--- config.mk ---
export PLATFORM = sky130hd
export DESIGN_NAME = alu_reservation_station_flat
export DESIGN_NICKNAME = d
export VERILOG_FILES = /design/src/rtl/alu_reservation_station_if.sv /design/src/rtl/alu_reservation_station.sv /design/src/flat_wrapper.sv
export SDC_FILE = /design/constraint.sdc
export NUM_CORES = 1
export LEC_CHECK = 0
export BUFFER_PORTS_ARGS = -buffer_cell sky130_fd_sc_hd__buf_4
export CAP_MARGIN = 20
export CELL_PAD_IN_SITES_DETAIL_PLACEMENT = 1
export CELL_PAD_IN_SITES_GLOBAL_PLACEMENT = 1
export CORE_MARGIN = 4
export CORE_UTILIZATION = 35
export CTS_CLUSTER_DIAMETER = 120
export CTS_CLUSTER_SIZE = 24
export DETAILED_ROUTE_END_ITERATION = 12
export PLACE_DENSITY_LB_ADDON = 0.25
export SKIP_CTS_REPAIR_TIMING = 1
export SLEW_MARGIN = 20
export SYNTH_ARGS = -nofsm -noshare
export SYNTH_HDL_FRONTEND = slang
export SYNTH_SLANG_ARGS = --single-unit
export TNS_END_PERCENT = 1
--- constraint.sdc ---
create_clock -name clk -period 2.01 [get_ports clk]
set_input_delay 0.1005 -clock clk [delete_from_list [all_inputs] [get_ports clk]]
set_output_delay 0.1005 -clock clk [all_outputs]
set_load 0.03 [all_outputs]
--- src/rtl/alu_reservation_station_if.sv ---
// Dispatch, CDB and issue signals between rename stage, CDB, ALU and the ALU reservation station.
// The master side is the environment (rename/CDB/ALU); the slave side is the reservation station.
interface alu_reservation_station_if #(
  parameter int WIDTH   = 31,
  parameter int A_WIDTH = 3,
  parameter int ROB     = 2,
  parameter int ALU     = 2
);
  logic [ALU:0]     ALURequests;
  logic [WIDTH:0]   value1;
  logic [WIDTH:0]   value2;
  logic             ready1;
  logic             ready2;
  logic [ROB:0]     srcRob1;
  logic [ROB:0]     srcRob2;
  logic [ROB:0]     instrRob;
  logic [A_WIDTH:0] aluCntrl;
  logic             cdbValid;
  logic [ROB:0]     cdbRob;
  logic [WIDTH:0]   cdbValue;
  logic             flush;
  logic [ALU:0]     ALUBusyVector;
  logic             issueValid;
  logic             issueReady;
  logic [WIDTH:0]   issueValue1;
  logic [WIDTH:0]   issueValue2;
  logic [A_WIDTH:0] issueCntrl;
  logic [ROB:0]     issueRob;

  modport master (
    output ALURequests, value1, value2, ready1, ready2, srcRob1, srcRob2,
           instrRob, aluCntrl, cdbValid, cdbRob, cdbValue, flush, issueReady,
    input  ALUBusyVector, issueValid, issueValue1, issueValue2, issueCntrl, issueRob
  );

  modport slave (
    input  ALURequests, value1, value2, ready1, ready2, srcRob1, srcRob2,
           instrRob, aluCntrl, cdbValid, cdbRob, cdbValue, flush, issueReady,
    output ALUBusyVector, issueValid, issueValue1, issueValue2, issueCntrl, issueRob
  );
endinterface

--- src/rtl/alu_reservation_station.sv ---
// ALU reservation station: ALU+1 entries, CDB wakeup, oldest-ready select; RS_WAKEUP_BYPASS_EN adds same-cycle CDB bypass.
// Latency: ready-at-dispatch issues one edge after dispatch; backpressure: issue register holds while issueReady is low.
module alu_reservation_station #(
  parameter int WIDTH   = 31,
  parameter int A_WIDTH = 3,
  parameter int ROB     = 2,
  parameter int ALU     = 2
) (
  input  logic                   clk,
  input  logic                   rst_n,
  alu_reservation_station_if.slave rs_if
);

  localparam int N = ALU + 1;

  typedef struct packed {
    logic [WIDTH:0]   v1;
    logic [WIDTH:0]   v2;
    logic             r1;
    logic             r2;
    logic [ROB:0]     t1;
    logic [ROB:0]     t2;
    logic [A_WIDTH:0] cntrl;
    logic [ROB:0]     rob;
  } entry_t;

  typedef struct packed {
    logic [WIDTH:0]   v1;
    logic [WIDTH:0]   v2;
    logic [A_WIDTH:0] cntrl;
    logic [ROB:0]     rob;
  } iss_t;

  logic [N-1:0]          valid_q, valid_d;
  entry_t                ent_q [N];
  entry_t                ent_d [N];
  // age_q[i][j] set means entry i is older than entry j
  logic [N-1:0][N-1:0]   age_q, age_d;
  logic                  iss_vld_q, iss_vld_d;
  iss_t                  iss_q, iss_d;

  logic [N-1:0]          disp_oh;
  logic                  disp_found;
  logic [N-1:0]          match1, match2;
  logic [N-1:0]          elig;
  logic [N-1:0]          sel_oh;
  logic                  move;
  iss_t                  sel_dat;
  entry_t                new_ent;
  logic                  cap1, cap2;

  always_comb begin
    disp_oh    = '0;
    disp_found = 1'b0;
    for (int i = 0; i < N; i++) begin
      if (rs_if.ALURequests[i] && !disp_found) begin
        disp_oh[i] = 1'b1;
        disp_found = 1'b1;
      end
    end
  end

  always_comb begin
    match1 = '0;
    match2 = '0;
    elig   = '0;
    for (int i = 0; i < N; i++) begin
      match1[i] = rs_if.cdbValid && !ent_q[i].r1 && (ent_q[i].t1 == rs_if.cdbRob);
      match2[i] = rs_if.cdbValid && !ent_q[i].r2 && (ent_q[i].t2 == rs_if.cdbRob);
`ifdef RS_WAKEUP_BYPASS_EN
      elig[i] = valid_q[i] && (ent_q[i].r1 || match1[i]) && (ent_q[i].r2 || match2[i]);
`else
      elig[i] = valid_q[i] && ent_q[i].r1 && ent_q[i].r2;
`endif
    end
  end

  // An eligible entry is selected only if it is older than every other eligible entry.
  always_comb begin
    sel_oh  = '0;
    sel_dat = '0;
    for (int i = 0; i < N; i++) begin
      sel_oh[i] = elig[i];
      for (int j = 0; j < N; j++) begin
        if (j != i && elig[j] && !age_q[i][j]) begin
          sel_oh[i] = 1'b0;
        end
      end
    end
    for (int i = 0; i < N; i++) begin
      if (sel_oh[i]) begin
`ifdef RS_WAKEUP_BYPASS_EN
        sel_dat.v1 = ent_q[i].r1 ? ent_q[i].v1 : rs_if.cdbValue;
        sel_dat.v2 = ent_q[i].r2 ? ent_q[i].v2 : rs_if.cdbValue;
`else
        sel_dat.v1 = ent_q[i].v1;
        sel_dat.v2 = ent_q[i].v2;
`endif
        sel_dat.cntrl = ent_q[i].cntrl;
        sel_dat.rob   = ent_q[i].rob;
      end
    end
    move = (|sel_oh) && (!iss_vld_q || rs_if.issueReady);
  end

  always_comb begin
    cap1          = !rs_if.ready1 && rs_if.cdbValid && (rs_if.cdbRob == rs_if.srcRob1);
    cap2          = !rs_if.ready2 && rs_if.cdbValid && (rs_if.cdbRob == rs_if.srcRob2);
    new_ent       = '0;
    new_ent.v1    = rs_if.ready1 ? rs_if.value1 : rs_if.cdbValue;
    new_ent.v2    = rs_if.ready2 ? rs_if.value2 : rs_if.cdbValue;
    new_ent.r1    = rs_if.ready1 || cap1;
    new_ent.r2    = rs_if.ready2 || cap2;
    new_ent.t1    = rs_if.srcRob1;
    new_ent.t2    = rs_if.srcRob2;
    new_ent.cntrl = rs_if.aluCntrl;
    new_ent.rob   = rs_if.instrRob;
  end

  always_comb begin
    valid_d   = valid_q;
    age_d     = age_q;
    iss_vld_d = iss_vld_q;
    iss_d     = iss_q;
    for (int i = 0; i < N; i++) begin
      ent_d[i] = ent_q[i];
    end

    for (int i = 0; i < N; i++) begin
      if (valid_q[i] && match1[i]) begin
        ent_d[i].r1 = 1'b1;
        ent_d[i].v1 = rs_if.cdbValue;
      end
      if (valid_q[i] && match2[i]) begin
        ent_d[i].r2 = 1'b1;
        ent_d[i].v2 = rs_if.cdbValue;
      end
    end

    if (move) begin
      iss_vld_d = 1'b1;
      iss_d     = sel_dat;
      valid_d   = valid_q & ~sel_oh;
    end else if (rs_if.issueReady) begin
      iss_vld_d = 1'b0;
    end

    // A busy target keeps its contents; the entry frees only after its move is visible.
    for (int i = 0; i < N; i++) begin
      if (disp_oh[i] && !valid_q[i]) begin
        valid_d[i] = 1'b1;
        ent_d[i]   = new_ent;
        for (int j = 0; j < N; j++) begin
          age_d[i][j] = 1'b0;
          age_d[j][i] = (j != i) && valid_q[j];
        end
      end
    end

    if (rs_if.flush) begin
      valid_d   = '0;
      age_d     = '0;
      iss_vld_d = 1'b0;
      iss_d     = iss_q;
      for (int i = 0; i < N; i++) begin
        ent_d[i] = ent_q[i];
      end
    end
  end

  always_ff @(posedge clk or negedge rst_n) begin
    if (!rst_n) begin
      valid_q   <= '0;
      age_q     <= '0;
      iss_vld_q <= 1'b0;
      iss_q     <= '0;
      for (int i = 0; i < N; i++) begin
        ent_q[i] <= '0;
      end
    end else begin
      valid_q   <= valid_d;
      age_q     <= age_d;
      iss_vld_q <= iss_vld_d;
      iss_q     <= iss_d;
      for (int i = 0; i < N; i++) begin
        ent_q[i] <= ent_d[i];
      end
    end
  end

  assign rs_if.ALUBusyVector = valid_q;
  assign rs_if.issueValid    = iss_vld_q;
  assign rs_if.issueValue1   = iss_q.v1;
  assign rs_if.issueValue2   = iss_q.v2;
  assign rs_if.issueCntrl    = iss_q.cntrl;
  assign rs_if.issueRob      = iss_q.rob;

endmodule

--- src/flat_wrapper.sv ---
// flat-port wrapper written by rule: the top's interface ports become plain ports
module alu_reservation_station_flat 
#(
  parameter int WIDTH   = 31,
  parameter int A_WIDTH = 3,
  parameter int ROB     = 2,
  parameter int ALU     = 2
)
  (clk, rst_n, rs_if_ALURequests, rs_if_value1, rs_if_value2, rs_if_ready1, rs_if_ready2, rs_if_srcRob1, rs_if_srcRob2, rs_if_instrRob, rs_if_aluCntrl, rs_if_cdbValid, rs_if_cdbRob, rs_if_cdbValue, rs_if_flush, rs_if_issueReady, rs_if_ALUBusyVector, rs_if_issueValid, rs_if_issueValue1, rs_if_issueValue2, rs_if_issueCntrl, rs_if_issueRob);
  alu_reservation_station_if #(.WIDTH(WIDTH), .A_WIDTH(A_WIDTH), .ROB(ROB), .ALU(ALU)) rs_if_i ();
  input  logic clk;
  input  logic rst_n;
  input wire logic [$bits(rs_if_i.ALURequests)-1:0] rs_if_ALURequests;
  input wire logic [$bits(rs_if_i.value1)-1:0] rs_if_value1;
  input wire logic [$bits(rs_if_i.value2)-1:0] rs_if_value2;
  input wire logic [$bits(rs_if_i.ready1)-1:0] rs_if_ready1;
  input wire logic [$bits(rs_if_i.ready2)-1:0] rs_if_ready2;
  input wire logic [$bits(rs_if_i.srcRob1)-1:0] rs_if_srcRob1;
  input wire logic [$bits(rs_if_i.srcRob2)-1:0] rs_if_srcRob2;
  input wire logic [$bits(rs_if_i.instrRob)-1:0] rs_if_instrRob;
  input wire logic [$bits(rs_if_i.aluCntrl)-1:0] rs_if_aluCntrl;
  input wire logic [$bits(rs_if_i.cdbValid)-1:0] rs_if_cdbValid;
  input wire logic [$bits(rs_if_i.cdbRob)-1:0] rs_if_cdbRob;
  input wire logic [$bits(rs_if_i.cdbValue)-1:0] rs_if_cdbValue;
  input wire logic [$bits(rs_if_i.flush)-1:0] rs_if_flush;
  input wire logic [$bits(rs_if_i.issueReady)-1:0] rs_if_issueReady;
  output wire logic [$bits(rs_if_i.ALUBusyVector)-1:0] rs_if_ALUBusyVector;
  output wire logic [$bits(rs_if_i.issueValid)-1:0] rs_if_issueValid;
  output wire logic [$bits(rs_if_i.issueValue1)-1:0] rs_if_issueValue1;
  output wire logic [$bits(rs_if_i.issueValue2)-1:0] rs_if_issueValue2;
  output wire logic [$bits(rs_if_i.issueCntrl)-1:0] rs_if_issueCntrl;
  output wire logic [$bits(rs_if_i.issueRob)-1:0] rs_if_issueRob;
  assign rs_if_i.ALURequests = rs_if_ALURequests;
  assign rs_if_i.value1 = rs_if_value1;
  assign rs_if_i.value2 = rs_if_value2;
  assign rs_if_i.ready1 = rs_if_ready1;
  assign rs_if_i.ready2 = rs_if_ready2;
  assign rs_if_i.srcRob1 = rs_if_srcRob1;
  assign rs_if_i.srcRob2 = rs_if_srcRob2;
  assign rs_if_i.instrRob = rs_if_instrRob;
  assign rs_if_i.aluCntrl = rs_if_aluCntrl;
  assign rs_if_i.cdbValid = rs_if_cdbValid;
  assign rs_if_i.cdbRob = rs_if_cdbRob;
  assign rs_if_i.cdbValue = rs_if_cdbValue;
  assign rs_if_i.flush = rs_if_flush;
  assign rs_if_i.issueReady = rs_if_issueReady;
  assign rs_if_ALUBusyVector = rs_if_i.ALUBusyVector;
  assign rs_if_issueValid = rs_if_i.issueValid;
  assign rs_if_issueValue1 = rs_if_i.issueValue1;
  assign rs_if_issueValue2 = rs_if_i.issueValue2;
  assign rs_if_issueCntrl = rs_if_i.issueCntrl;
  assign rs_if_issueRob = rs_if_i.issueRob;
  alu_reservation_station #(.WIDTH(WIDTH), .A_WIDTH(A_WIDTH), .ROB(ROB), .ALU(ALU)) u_core (.clk(clk), .rst_n(rst_n), .rs_if(rs_if_i));
endmodule
==> results of run 1 <==
## through the flow
stage | cell area, um^2 | power [uW] | setup slack, ns | utilization (%) | setup TNS (ns)
5_1_grt | 20300 | 21500 | -0.0765 | 46.0 | -3.29
3_5_place_dp | 18200 | 16100 | 0.0174 | 41.3 | 0
6_report | 20300 | 20400 | -0.0354 | 46.0 | -0.303
4_1_cts | 18700 | 20000 | -0.0140 | 42.3 | -0.0140
2_1_floorplan | 15600 | 13200 | 0.00988 | - | 0
3_3_place_gp | 18200 | 15900 | 0.0858 | 41.3 | 0
## report_power, final
group          internal [uW]  leakage [uW]  total [uW]  switching [uW]
Clock                   1580      0.000227        3880            2300
Sequential              8180       0.00376        9430            1240
Combinational           3100       0.00469        7130            4030
## cell families after synthesis
logic type	after synthesis	share of synthesized area, %
compound gates	366	15.6
flops	318	51.1
mux	304	21.0
simple gates	258	6.89
buf+inv	128	4.09
xor+xnor	24	1.35
## state kept, by name, indices dropped and copies added (netlist names)
register,cells
u_core.rs_if.issueValue2,32
u_core.rs_if.issueCntrl,4
u_core.rs_if.ALUBusyVector,3
u_core.ent_q,237
u_core.rs_if.issueRob,3
u_core.age_q,6
u_core.rs_if.issueValid,1
u_core.rs_if.issueValue1,32
## worst min-delay path: stages
cell and delay, ns:
buf_4 0.12, nor3b_1 0.05, buf_4 0.16, nand2_1 0.07
a21oi_1 0.05
## area by class of cell
| cell class | count | area, um^2 | share of cell area, % |
|---|---|---|---|
| inverter | 2 | 7.51 | 0.0370 |
| clock inverter | 3 | 33.8 | 0.167 |
| tap | 592 | 741 | 3.65 |
| clock buffer | 18 | 429 | 2.12 |
| multi-input combinational | 952 | 7290 | 35.9 |
| sequential | 318 | 7960 | 39.3 |
| timing repair buffer | 386 | 3820 | 18.8 |
## worst paths after layout
kind	startpoint	endpoint	cells past startpoint
worst max-delay path	u_core.rs_if.ALUBusyVector[2]	u_core.rs_if.issueValue1[15]	7
worst min-delay path	rs_if_ALURequests[0]	u_core.age_q[7]	5
worst max register to register	u_core.rs_if.ALUBusyVector[2]	u_core.rs_if.issueValue1[15]	7
worst min register to register	u_core.rs_if.issueValue1[30]	u_core.rs_if.issueValue1[30]	2
max in group asynchronous	rst_n	u_core.ent_q[182]	3
min in group asynchronous	rst_n	u_core.ent_q[90]	2
## cell usage in the layout (no fill, tap or decap), types with 3 or more instances in the layout
master,count
a21oi_1,145
a21oi_4,4
a221oi_1,47
a221oi_2,17
a31oi_1,66
a32oi_1,7
a41oi_1,5
buf_12,40
buf_4,220
buf_6,4
clkbuf_16,23
dfrtp_1,315
dfrtp_2,3
dlygate4sd3_1,114
mux2_1,5
mux2_2,169
mux2i_1,128
nand2_1,70
nand2_2,5
nand2b_1,5
nand3_1,7
nand4b_1,3
nor2_1,144
nor3_1,4
o31ai_1,50
o31ai_2,14
xnor2_1,16
xor2_1,8
## metal layers
metal	track usage, %	vias to the layer above
li1	-	5703
met5	0	-
met3	2.56	50
met1	29.6	6679
met2	35.0	299
met4	4.26	0
==> run metrics, run 1 <==
status=finished with violations; violated checks=negative setup slack; Detail Placement HPWL=33800 um; critical path's top delay family=compound AO/OA/AOI/OAI gates; Crit path largest cell delay=0.44 ns; clock-pin slew on the worst setup and hold paths=0.10 ns; Num CTS Buffers=17; worst skew pair latency=0.55 ns; Leak=0.00868 uW; Met2 Wirelength=27000 um; final setup vio count=23; count leader, synth=dfrtp_1; Final Hold Viols=0; Hold Crit Class=input pin to flop; crit-path cells=buf_6 > nand4b_1 > nand3_2 > a311o_2 > buf_12 > buf_12 > o31ai_1; DRC violations left=0; Cell Pwr Density=1010 nW/um^2; fin nets=1799; DR WL/cell=24.4 um; Period Utilization, post-route=102%; crit path max-delay cell type=dfrtp_2; Yosys top cell area share=51.1%; Synth Register Bits=318; Main synth FF type=dfrtp_1; num ports=197; core area=44100 um^2; Filler cells=4756; Commonest cells post-synth=dfrtp_1 (318), mux2_2 (169), a21oi_1 (148); CP arrival=2.47 ns; clk root buf=clkbuf_16; H-tree levels=1; Worst slew margin=55.6%; DR iter-0 viols=907; Worst path most repeated cell=buf_12; Setup CP Type=flop to flop; Mapped Cells=1398; overall routing resource usage=21.0%; sequential-to-total area share from yosys stat=51.1%; setup ws final=-0.0354 ns; row count=77; drt pass-1 iters=5; PortBufs=196; Num Clock Sinks=318; gpl congestion=0.779; ANT cells=0; Max-Cap Viols=0; Critical Path RT=2.44 ns; Die H=219 um; Placed Cells=2123; Area Growth Syn to Fin=30.2%; crit end category=flop; vias post-DR=12700; crit path max fanout=32; met3 wire length=2360 um; yosys synthesis warning count=0; layout cells sized above 1=31.1%; Slew Viols, Final=0; top cells by area, synth=dfrtp_1 (51%), mux2_2 (12%), mux2i_1 (8.2%); Starting Density=35.3%; Post-synth EDFFs=0; initial antenna violation count=0; clk_skew=0.0280 ns; width of the die=219 um; Yosys cell types=43; post-synth top area cell=dfrtp_1; RSZ-0062 raised after global routing=true; die footprint=47900 um^2; startpoint types=flop; R2R Setup Slk=-0.04 ns; largest net degree at the start of global routing=80; Async S/R FF share, synth=100%; Synth Net Count=1520; total gr overflow=0; Syn Area/Cell=11.1 um^2; minimum hold slack=0.0401 ns; VDD IR max=584 uV; Final Non-Filler Cells=2271; drt total wl=55300 um; via-per-instance ratio=5.61; Post-DRT Antenna Nets=0; Max Used Layer=met4; crit path buf inv count=3; CTS tree=done; Mapped Area=15600 um^2; min cycle time layout=2.05 ns; clk buf depth=3; DRT met1 WL=25000 um; Fmax=0.489 GHz; vias in the first global route=12600; actual slew at the worst max-slew pin=0.665 ns; first-pass GRT wire length=78500 um
No activity file was read; power rests on OpenSTA's default activity.
==> run 2: changes to the inputs <==
--- a/config.mk
+++ b/config.mk
@@ -12,4 +12,5 @@
 export CORE_MARGIN = 4
 export CORE_UTILIZATION = 35
+export CTS_BUF_LIST = sky130_fd_sc_hd__clkbuf_16
 export CTS_CLUSTER_DIAMETER = 120
 export CTS_CLUSTER_SIZE = 24
==> constraint.sdc (replaced) <==
create_clock -name clk -period 2.01 [get_ports clk]
set_input_delay 0.5025 -clock clk [delete_from_list [all_inputs] [get_ports clk]]
set_output_delay 0.5025 -clock clk [all_outputs]
set_load 0.03 [all_outputs]
==> run 2 against run 1 <==
  * The flow now finishes without violations
  * Final cell count is 4.1% lower
  * Sequential share of layout area increased by 2.4 points
  * Fmax increased by 3.6%
==> run metrics, run 2 (synthesis gave the netlist of run 1 again) <==
Die H=219 um (unchanged); vias in the first global route=12700 (+0.98%); grt peak-use layer=met2; GR Layer Usage met1=30.6% (+1.0 points); width of the die=219 um (unchanged); Hold Crit Class=input pin to flop; fin nets=1706 (-5.2%); Max-Cap Viols=0 (unchanged); drt total wl=51500 um (-7.0%); commonest non-fill, non-tap cell in the layout=dfrtp_1; clock-pin slew on the worst setup and hold paths=0.10 ns (about the same); register area=7960 um^2 (about the same); status=complete, no violations; cell area after layout=19100 um^2 (-5.8%); initial antenna violation count=4 (+4); Leak=0.00824 uW (-5.1%); Num CTS Buffers=17 (unchanged); die footprint=47900 um^2 (unchanged); first-pass GRT wire length=79600 um (+1.4%); startpoint types=flop; CP arrival=2.40 ns (-0.07 ns); worst skew pair latency=0.52 ns (-0.03 ns); Post-DRT Antenna Nets=0 (unchanged); Setup WS pre-CTS=-0.140 ns (-0.157 ns); Detail Placement HPWL=34600 um (+2.2%); crit-path cells=and3_1 > nand3_2 > a311o_2 > buf_12 > o31ai_1; drt pass-1 iters=5 (unchanged); Num Clock Sinks=318 (unchanged); overall routing resource usage=21.1% (+0.15 points); total gr overflow=0 (unchanged); setup ws final=0.0365 ns (+0.0719 ns); Slew Viols, Final=0 (unchanged); min cycle time layout=1.97 ns (-0.0719 ns); vias post-DR=12200 (-4.5%); H-tree levels=1 (unchanged); clk_skew=0.0223 ns (-0.00575 ns); final setup vio count=0 (-100%); num ports=197 (unchanged); DR iter-0 viols=759 (-16%); crit path max fanout=56 (+75%); Critical Path RT=2.44 ns (about the same); met3 GRT Util=2.89% (+0.33 points); DP Area=18500 um^2 (+1.4%); M2 GR Usage=34.9% (-0.17 points); via-per-instance ratio=5.59 (-0.35%); most frequent cells in the layout=dfrtp_1 (314), buf_4 (248), mux2_2 (169), a21oi_1 (146), nor2_1 (143); DRC violations left=0 (unchanged); ANT cells=0 (unchanged); RSZ-0062 raised after global routing=true; VDD IR max=539 uV (-7.6%); minimum hold slack=0.235 ns (+0.195 ns); gpl congestion=0.809 (+3.8%); row count=77 (unchanged); actual slew at the worst max-slew pin=0.517 ns (-0.148 ns); Area Growth Syn to Fin=22.7%; core area=44100 um^2 (unchanged); Worst slew margin=65.5% (+10 points); Period Utilization, post-route=98.2% (-3.6 points); max reg flops=237 (unchanged); most flop-heavy register=u_core.ent_q; crit path max-delay cell type=a311o_2; Starting Density=35.3% (unchanged); Fmax=0.507 GHz (+3.6%); largest net degree at the start of global routing=87 (+8.8%); Final Hold Viols=0 (unchanged); CTS tree=done; Crit path largest cell delay=0.51 ns (+0.07 ns); DR WL/cell=23.6 um (-3.0%); multi-input logic area=7200 um^2 (-1.2%); layout cells sized above 1=33.3% (+2.2 points); PortBufs=196 (unchanged); crit end category=flop; Filler cells=4784 (+0.59%); clk buf depth=3 (unchanged); Cell Pwr Density=1050 nW/um^2 (+3.9%); clk root buf=clkbuf_16; Setup CP Type=flop to flop
run 2: worst max-delay path, delay by kind of cell (launching register included):
family,cells,cell delay [ns]
flops,1,0.43
buf+inv,1,0.22
simple gates,2,0.37
compound gates,2,0.80
run 2: final timing paths:
path / cells after the start / from / end / slack [ns]
setup reg to reg: 5 / u_core.ent_q[93] / u_core.rs_if.issueValue1[19] / 0.04
hold / removal: 2 / rs_if_aluCntrl[0] / u_core.ent_q[161] / 0.23
setup / recovery: 5 / u_core.ent_q[93] / u_core.rs_if.issueValue1[19] / 0.04
max in group asynchronous: 3 / rst_n / u_core.ent_q[19] / 0.77
min in group asynchronous: 2 / rst_n / u_core.ent_q[86] / 0.44
hold reg to reg: 2 / u_core.rs_if.issueValue2[1] / u_core.rs_if.issueValue2[1] / 0.49
run 2: through the flow:
| step | util, % | power (uW) | TNS [ns] | cells |
|---|---|---|---|---|
| 6_report | 43.3 | 20000 | 0 | 2177 |
| 5_1_grt | 43.3 | 21200 | -0.618 | 2177 |
| 4_1_cts | 42.9 | 20100 | -0.932 | 2173 |
| 3_5_place_dp | 41.9 | 16200 | -9.25 | 2153 |
| 3_3_place_gp | 41.9 | 16000 | -7.12 | 2153 |
| 2_1_floorplan | - | 13200 | -1.33 | 1398 |
run 2: report_power, final:
part | total (uW) | internal, uW | switching, uW
sequential | 9390 | 8180 | 1200
combinational | 6740 | 2900 | 3840
clock | 3880 | 1680 | 2190
total | 20000 | 12800 | 7240
run 2: per-layer routing:
layer | vias up | part of all wire, %
met1 | 6376 | 47
met2 | 228 | 48
li1 | 5509 | -
met5 | - | 0.13
met4 | 8 | 1.1
met3 | 40 | 4.3
run 2: area by class of cell:
type / count / share of cell area (%)
Inverter: 2 / 0.0393
Clock inverter: 3 / 0.262
Timing Repair Buffer: 293 / 14.3
Tap cell: 592 / 3.88
Clock buffer: 17 / 2.23
Sequential cell: 318 / 41.7
Multi-Input combinational cell: 952 / 37.7
==> run 3: changes to the inputs <==
Clock period 2.01 ns to 2.13 ns, I/O delays scaled along.
==> run 3 against run 2 <==
  * Routed wire length down 1.1%
  * Clock power down 5.9%
  * Final cell count down 1.0%
  * Sequential share of layout area up 0.25 points
  * Worst setup slack worse by 0.013 ns
  * Critical path depth up 2
  * Largest cell class unchanged
  * Count of clock-buffer cells in the layout unchanged
  * Clock skew down 0.0052 ns
  * Non-clock buffer count down 23
  * Via count down 0.76%
  * Highest routed layer unchanged
==> run metrics, run 3 (synthesis gave the netlist of run 1 again) <==
VDD IR max=517 uV (-4.1%); Area Growth Syn to Fin=21.9%; Worst slew margin=64.0% (-1.5 points); actual slew at the worst max-slew pin=0.540 ns (+0.0231 ns); core area=44100 um^2 (unchanged); vias post-DR=12100 (-0.76%); Post-DRT Antenna Nets=0 (unchanged); Int Pwr=12000 uW (-5.6%); cell area after layout=19000 um^2 (-0.64%); Cell Pwr Density=995 nW/um^2 (-4.9%); width of the die=219 um (unchanged); max reg flops=237 (unchanged); final setup vio count=0 (unchanged); overall routing resource usage=20.8% (-0.38 points); num ports=197 (unchanged); Leak=0.00814 uW (-1.2%); Period Utilization, post-route=98.9% (+0.71 points); Detail Placement HPWL=34000 um (-1.7%); Slew Viols, Final=0 (unchanged); Hold Crit Class=input pin to flop; drt pass-1 iters=5 (unchanged); setup ws final=0.0235 ns (-0.0129 ns); die footprint=47900 um^2 (unchanged); part of the power in registers=46.7% (-0.2 points); Comb power frac=34.0% (+0.3 points); NetSw=6850 uW (-5.3%); Fmax=0.475 GHz (-6.3%); status=complete, no violations; row count=77 (unchanged); DP Area=18300 um^2 (-1.0%); largest net degree at the start of global routing=80 (-8.0%); minimum hold slack=0.268 ns (+0.0330 ns); PortBufs=196 (unchanged); clk_skew=0.0171 ns (-0.00521 ns); R2R Setup Slk=0.02 ns (about the same); total power=18900 uW (-5.5%); Num CTS Buffers=17 (unchanged); H-tree levels=1 (unchanged); clk buf depth=3 (unchanged); most flop-heavy register=u_core.ent_q; startpoint types=flop; Filler cells=4841 (+1.2%); crit path max fanout=20 (-64%); Clock power frac=19.3% (about the same); clock-pin slew on the worst setup and hold paths=0.10 ns (about the same); min cycle time layout=2.11 ns (+0.133 ns); DR WL/cell=23.6 um (-0.13%); total gr overflow=0 (unchanged); Die H=219 um (unchanged); gpl congestion=0.780 (-3.6%); via-per-instance ratio=5.60 (+0.25%); CP arrival=2.53 ns (+0.13 ns); crit end category=flop; CTS tree=done; layout cells sized above 1=32.7% (-0.66 points); worst skew pair latency=0.52 ns (about the same); sw frac=36.3% (+0.082 points); DR iter-0 viols=805 (+6.1%); Setup WS pre-CTS=-0.0301 ns (+0.110 ns); Num Clock Sinks=318 (unchanged); clk root buf=clkbuf_16; most frequent cells in the layout=dfrtp_1 (317), buf_4 (227), mux2_2 (169), a21oi_1 (146), nor2_1 (144); RSZ-0062 raised after global routing=true; fin nets=1683 (-1.3%); DRC violations left=0 (unchanged); drt total wl=50900 um (-1.1%); Starting Density=35.3% (unchanged); Setup TNS=0 ns (unchanged); Critical Path RT=2.55 ns (+0.11 ns); commonest non-fill, non-tap cell in the layout=dfrtp_1; Setup CP Type=flop to flop; first-pass GRT wire length=78600 um (-1.3%); Max-Cap Viols=0 (unchanged); Final Hold Viols=0 (unchanged); vias in the first global route=12800 (+0.74%); initial antenna violation count=3 (-1)
==> run 3: cell types whose count changed in the layout (fill, tap and decap cells not counted), sizes merged <==
cell,delta
inv,-2
clkinv,+2
buf,-24
diode,+1
clkbuf,+1
==> run 3: per-stage QoR <==
step	instances	utilization, %
6_report	2155	43.0
5_1_grt	2155	43.0
4_1_cts	2149	42.5
3_5_place_dp	2129	41.4
3_3_place_gp	2129	41.4
2_1_floorplan	1398	-
==> run 3: area by class of cell <==
class / instances / area, um^2 / share of cell area (%)
Multi-Input combinational cell: 952 / 7270 / 38.3
Antenna cell: 1 / 2.50 / 0.0132
Clock buffer: 17 / 425 / 2.24
Timing Repair Buffer: 270 / 2540 / 13.4
Tap cell: 592 / 741 / 3.90
Clock inverter: 3 / 50.0 / 0.264
Inverter: 2 / 7.51 / 0.0395
Sequential cell: 318 / 7960 / 41.9
==> run 3: layer usage <==
metal / GRT usage (%) / up-vias / routed length [um]
met2: 35.7 / 246 / 25000
met4: 3.98 / 4 / 855
met5: 0 / - / 25
met1: 28.3 / 6308 / 22900
li1: - / 5458 / -
met3: 2.81 / 52 / 2080
==> run 3: power groups by stage <==
stage                     registers (uW)  clock network [uW]  logic, uW
after global placement              8870                   0       6150
final                               8820                3650       6430
after floorplan                     9820                   0       2590
after detailed placement            8950                   0       6300
after CTS                           8830                3770       6320
after global routing                9030                4000       6960
==> run 3: worst paths after layout <==
kind	from	to	cells after the start
max	u_core.rs_if.ALUBusyVector[2]	u_core.rs_if.issueValue2[5]	7
min	rs_if_aluCntrl[1]	u_core.ent_q[162]	2
max reg2reg	u_core.rs_if.ALUBusyVector[2]	u_core.rs_if.issueValue2[5]	7
min reg2reg	u_core.rs_if.issueValue2[25]	u_core.rs_if.issueValue2[25]	2
max in group asynchronous	rst_n	u_core.rs_if.ALUBusyVector[2]	3
min in group asynchronous	rst_n	u_core.ent_q[8]	2
==> run 3: critical path, cell delays in order, from the launching register on <==
cell      delay (ns)
dfrtp_2         0.46
buf_6           0.15
nand4b_1        0.18
nand3_2         0.12
a311o_2         0.47
buf_12          0.19
buf_12          0.17
o31ai_2         0.26
